===== config.mk =====
export PLATFORM = sky130hd
export DESIGN_NAME = code_sequencer
export DESIGN_NICKNAME = d
export VERILOG_FILES = /design/src/rtl/code_seq_pkg.sv /design/src/rtl/btn_debounce.sv /design/src/rtl/code_sequencer.sv
export SDC_FILE = /design/constraint.sdc
export NUM_CORES = 1
export LEC_CHECK = 0
export ABC_AREA = 1
export BUFFER_PORTS_ARGS = -buffer_cell sky130_fd_sc_hd__buf_4
export CORE_MARGIN = 2
export CORE_UTILIZATION = 40
export CTS_BUF_LIST = sky130_fd_sc_hd__clkbuf_8
export CTS_CLUSTER_DIAMETER = 200
export CTS_CLUSTER_SIZE = 14
export DETAILED_ROUTE_END_ITERATION = 10
export PLACE_DENSITY_LB_ADDON = 0.08
export REMOVE_ABC_BUFFERS = 1
export SYNTH_ARGS = -nofsm -noshare
export SYNTH_HDL_FRONTEND = slang
export SYNTH_SLANG_ARGS = --single-unit

===== constraint.sdc =====
create_clock -name clk -period 4 [get_ports clk]
set_input_delay 0.2 -clock clk [delete_from_list [all_inputs] [get_ports clk]]
set_output_delay 0.2 -clock clk [all_outputs]
set_load 0.005 [all_outputs]

===== src/rtl/code_seq_pkg.sv =====
// Shared types and helpers for the code sequencer: state enum, code width
// and the binary-to-Gray conversion used by the CODE_SEQ_GRAY_EN build.
package code_seq_pkg;

  localparam int unsigned CODE_W = 4;

  typedef enum logic [1:0] {
    MANUAL = 2'd0,
    AUTO   = 2'd1,
    HOLD   = 2'd2
  } seq_state_e;

  // Adjacent Gray codes differ in exactly one bit.
  function automatic logic [CODE_W-1:0] bin2gray(input logic [CODE_W-1:0] bin);
    return bin ^ (bin >> 1);
  endfunction

endpackage


===== src/rtl/btn_debounce.sv =====
// Two-flop synchronizer plus counting debouncer for a bouncing push-button.
// The accepted level flips only after DEBOUNCE_CYCLES consecutive synchronized
// samples disagree with it; rise pulses in the cycle the level becomes 1.
module btn_debounce #(
  parameter int unsigned DEBOUNCE_CYCLES = 16
) (
  input  logic clk,
  input  logic rst_n,
  input  logic btn,
  output logic level,
  output logic rise
);

  localparam int unsigned CntW = $clog2(DEBOUNCE_CYCLES + 1);
  localparam logic [CntW-1:0] CntLast = CntW'(DEBOUNCE_CYCLES - 1);

  logic [1:0]      sync_q;
  logic            level_q, level_d;
  logic            rise_q, rise_d;
  logic [CntW-1:0] cnt_q, cnt_d;

  // Synchronizer chain; sync_q[1] is the only version of btn used downstream.
  always_ff @(posedge clk or negedge rst_n) begin
    if (!rst_n) begin
      sync_q <= 2'b00;
    end else begin
      sync_q <= {sync_q[0], btn};
    end
  end

  // Stability counter: any agreeing sample restarts the count.
  always_comb begin
    level_d = level_q;
    rise_d  = 1'b0;
    cnt_d   = '0;
    if (sync_q[1] != level_q) begin
      if (cnt_q == CntLast) begin
        level_d = sync_q[1];
        rise_d  = sync_q[1];
      end else begin
        cnt_d = cnt_q + CntW'(1);
      end
    end
  end

  // Debounce state registers.
  always_ff @(posedge clk or negedge rst_n) begin
    if (!rst_n) begin
      level_q <= 1'b0;
      rise_q  <= 1'b0;
      cnt_q   <= '0;
    end else begin
      level_q <= level_d;
      rise_q  <= rise_d;
      cnt_q   <= cnt_d;
    end
  end

  assign level = level_q;
  assign rise  = rise_q;

endmodule


===== src/rtl/code_sequencer.sv =====
// 4-bit code sequencer stepped by a debounced button (MANUAL), a periodic
// tick plus the button (AUTO), or frozen (HOLD). Outputs are registered.
// Define CODE_SEQ_GRAY_EN to present the Gray code of the index on x3..x0.
module code_sequencer
  import code_seq_pkg::*;
#(
  parameter int unsigned DEBOUNCE_CYCLES = 16,
  parameter int unsigned AUTO_PERIOD     = 1000
) (
  input  logic clk,
  input  logic rst_n,
  input  logic step_btn,
  input  logic mode_auto,
  input  logic hold,
  output logic x3,
  output logic x2,
  output logic x1,
  output logic x0,
  output logic code_valid,
  output logic wrap
);

  localparam int unsigned PerW = $clog2(AUTO_PERIOD + 1);
  localparam logic [PerW-1:0] PerLast = PerW'(AUTO_PERIOD - 1);

  seq_state_e        state_q, state_d;
  logic [PerW-1:0]   per_q, per_d;
  logic [CODE_W-1:0] idx_q, idx_d;
  logic [CODE_W-1:0] code_q, code_d;
  logic              valid_q, valid_d;
  logic              wrap_q, wrap_d;
  logic              btn_level, btn_rise;
  logic              step_evt, tick, advance;

  btn_debounce #(
    .DEBOUNCE_CYCLES(DEBOUNCE_CYCLES)
  ) u_debounce (
    .clk  (clk),
    .rst_n(rst_n),
    .btn  (step_btn),
    .level(btn_level),
    .rise (btn_rise)
  );

  // A rise is only a step while the accepted level is actually high.
  assign step_evt = btn_rise & btn_level;

  // Mode selection, period counting and index advance.
  always_comb begin
    state_d = MANUAL;
    if (hold) begin
      state_d = HOLD;
    end else if (mode_auto) begin
      state_d = AUTO;
    end

    tick  = 1'b0;
    per_d = per_q;
    case (state_q)
      AUTO: begin
        if (per_q == PerLast) begin
          tick  = 1'b1;
          per_d = '0;
        end else begin
          per_d = per_q + PerW'(1);
        end
      end
      HOLD:    per_d = per_q;
      // MANUAL keeps the counter cleared so AUTO always starts a fresh period.
      default: per_d = '0;
    endcase

    // Tick and button in the same cycle still give a single step.
    advance = tick | (step_evt & (state_q != HOLD));
    idx_d   = advance ? idx_q + CODE_W'(1) : idx_q;
    valid_d = advance;
    wrap_d  = advance & (idx_q == {CODE_W{1'b1}});
`ifdef CODE_SEQ_GRAY_EN
    code_d  = bin2gray(idx_d);
`else
    code_d  = idx_d;
`endif
  end

  // Sequencer state and registered outputs.
  always_ff @(posedge clk or negedge rst_n) begin
    if (!rst_n) begin
      state_q <= MANUAL;
      per_q   <= '0;
      idx_q   <= '0;
      code_q  <= '0;
      valid_q <= 1'b0;
      wrap_q  <= 1'b0;
    end else begin
      state_q <= state_d;
      per_q   <= per_d;
      idx_q   <= idx_d;
      code_q  <= code_d;
      valid_q <= valid_d;
      wrap_q  <= wrap_d;
    end
  end

  assign x3         = code_q[3];
  assign x2         = code_q[2];
  assign x1         = code_q[1];
  assign x0         = code_q[0];
  assign code_valid = valid_q;
  assign wrap       = wrap_q;

endmodule


==> metrics <==
relative slew slack 74.78%; first-pass GRT wire length 4043 µm; final hold violation count 0; Final setup viols 0; Die H 61.94 µm; Final period util 36.01%; starting density of the core 40.88%; Port Buffers 10; status finished, final reports clean; Inst Count DP 208; Psw 105.8 µW; Vias per Instance 4.601; # DRC 0; Sw Ratio 22.87%; Fmax 694.2 MHz; clock root buffer master clkbuf_8; drt initial violations 65; Worst IR Drop VDD 0.1564 mV; Critical Path RT 4170 ps; total core area 3284 µm²; Clock Sink Count 27; Critical R2R Capture per_q[9]$_DFFE_PN0P_; synthesized area 1343 µm²; CTS tree built; Setup crit start per_q[0]$_DFFE_PN0P_; post-layout min period 1440 ps; YS warnings 0; Clock Skews 6.295 ps; clock latency on the worst-skew pair 270 ps; Worst setup SP type register; DR pass1 iterations 4; Slew Viols, Final 0; FF-to-FF path depth 8; DR WL/cell 10.91 µm; worst r2r src per_q[0]$_DFFE_PN0P_; via count 980; worst hold slack 32.75 ps; H-Tree Depth 1; Setup crit end per_q[9]$_DFFE_PN0P_; Synth Register Bits 27; Netlist cell types 25; Longest Clk Path Bufs 2; Power Density 301.5 nW/µm²; critical path peak fanout 8; final setup TNS 0 ps; post-route ant nets 0; combinational share of power 4.9%; hold path cells 1; Leak Pwr 0.7451 nW; Synth Instances 152; synth-to-layout area growth 14.26%; GR Overflow Total 0; worst-margin pin slew 375.6 ps; CTS Buf Count 3; RSZ-0062 raised after global routing false; Setup crit end kind register; die width 61.94 µm; Worst Path Class, Setup reg2reg; boundary pin count 11; Tightest Hold Check Type in2reg; share of layout cells above drive strength 1 17.96%; DP HPWL 1731 µm; Worst EP arrival 1610 ps; Hold Startpoint step_btn; Pint 356.8 µW; mean area per synthesized cell 8.832 µm²; Cell Count, Final, Fillers Out 213; Ant. Diodes 0; FILL cells 333; Worst-path clk slew 90 ps; nets@finish 176; Max-Cap Viols 0; Sequential Power Share 61.1%; drt total wl 2323 µm; row count 21; total track usage 14.17%; die area 3836 µm²; clock share of power 34.0%; flop2flop setup slack 2560 ps; vias in the first global route 926; Placer Congestion 0.8051; Seq/Total Area, Yosys 50.33%; largest net degree at the start of global routing 28; initial antenna violation count 0
==> cells in the final DEF, fill, tap and decap left out, types with 2 or more instances in the layout <==
cell and instances:
inv_1 10, clkinv_1 2, nand4_1 4, clkbuf_8 3, ha_1 3, nor2_4 4, xor2_1 3, nand2_2 4
o21ai_1 5, nand2_1 47, buf_4 10, nor2_1 12, dfrtp_1 27, xnor2_1 2, o21ai_0 2, inv_2 3
nand3_1 14
==> Yosys cell counts (all sizes together) <==
cell,n,area (µm²)
inv,13,48.80
nor2,18,116.4
nor3b,1,7.510
nand3,15,87.59
or2,1,6.260
xor2,3,26.28
dfrtp,27,675.7
nand3b,1,7.510
a21oi,1,5.000
nor3,1,5.000
ha,3,37.54
nand2,52,212.7
clkinv,2,7.510
xnor2,2,17.52
nand4,5,46.29
o21ai,7,35.03
==> per-stage QoR <==
stage | area, µm² | power (mW) | utilization [%] | setup WS [ps]
finish | 1534 | 0.4625 | 46.70 | 2560
global route | 1534 | 0.4861 | 46.70 | 2416
CTS | 1534 | 0.4695 | 46.70 | 2554
detailed placement | 1475 | 0.3107 | 44.91 | 2574
global placement | 1475 | 0.3100 | 44.91 | 2622
floorplan | 1343 | 0.2984 | - | 2704
==> final cells by class <==
| class | instances | area (µm²) | share of cell area (%) |
|---|---|---|---|
| Clock inverter | 1 | 7.507 | 0.4894 |
| Clock buffer | 3 | 41.29 | 2.692 |
| Timing Repair Buffer | 11 | 85.08 | 5.546 |
| Multi-Input combinational cell | 110 | 610.6 | 39.80 |
| Sequential cell | 27 | 675.6 | 44.05 |
| Tap cell | 46 | 57.56 | 3.752 |
| Inverter | 15 | 56.30 | 3.670 |
==> state kept, by name, summed over array words and instances (netlist names), 2 cells and up <==
name / cells
per_q: 10
u_debounce.cnt_q: 5
code_q: 4
state_q: 2
u_debounce.sync_q: 2
==> timing repair <==
item	4_1_cts	5_1_grt
hold buffers	1	0
endpoints found under the hold margin	27	0
resized for setup	0	0
buffers inserted	0	0
==> worst min-delay path by stage <==
stage                                endpoint  slack (ps)
2_1_floorplan           code_q[0]$_DFFE_PN0P_        -100
3_3_place_gp             per_q[9]$_DFFE_PN0P_         130
3_5_place_dp             per_q[9]$_DFFE_PN0P_         140
4_1_cts        u_debounce.sync_q[0]$_DFF_PN0_          20
5_1_grt        u_debounce.sync_q[0]$_DFF_PN0_          10
6_report       u_debounce.sync_q[0]$_DFF_PN0_          30
==> power by group through the flow <==
stage	clock network [mW]	registers, mW	logic [mW]
4_1_cts	0.163	0.283	0.0234
3_3_place_gp	0	0.288	0.0221
3_5_place_dp	0	0.288	0.0225
2_1_floorplan	0	0.287	0.0110
6_report	0.157	0.283	0.0227
5_1_grt	0.176	0.284	0.0265
==> cells by family after synthesis <==
| kind of cell | synth area share [%] |
|---|---|
| buf+inv | 4.194 |
| xor+xnor | 3.262 |
| compound gates | 2.982 |
| fa+ha+maj | 2.796 |
| flops | 50.33 |
| simple gates | 36.44 |
==> worst max-delay path, cell delays in order (launching register included) <==
cell and delay [ps]:
dfrtp_1 470, ha_1 230, nand2_2 130, nor2_8 140, nand3_4 90, nand2_2 130, inv_2 50, nand3_1 60
nand2_1 50
==> per-layer routing <==
layer	GRT usage (%)	up-vias	wire, µm
met5	0	-	0
met4	5.471	0	20
met3	1.863	2	60
met2	21.50	13	1077
met1	20.63	446	1164
li1	-	519	-
(Power assumes the default switching activity.)
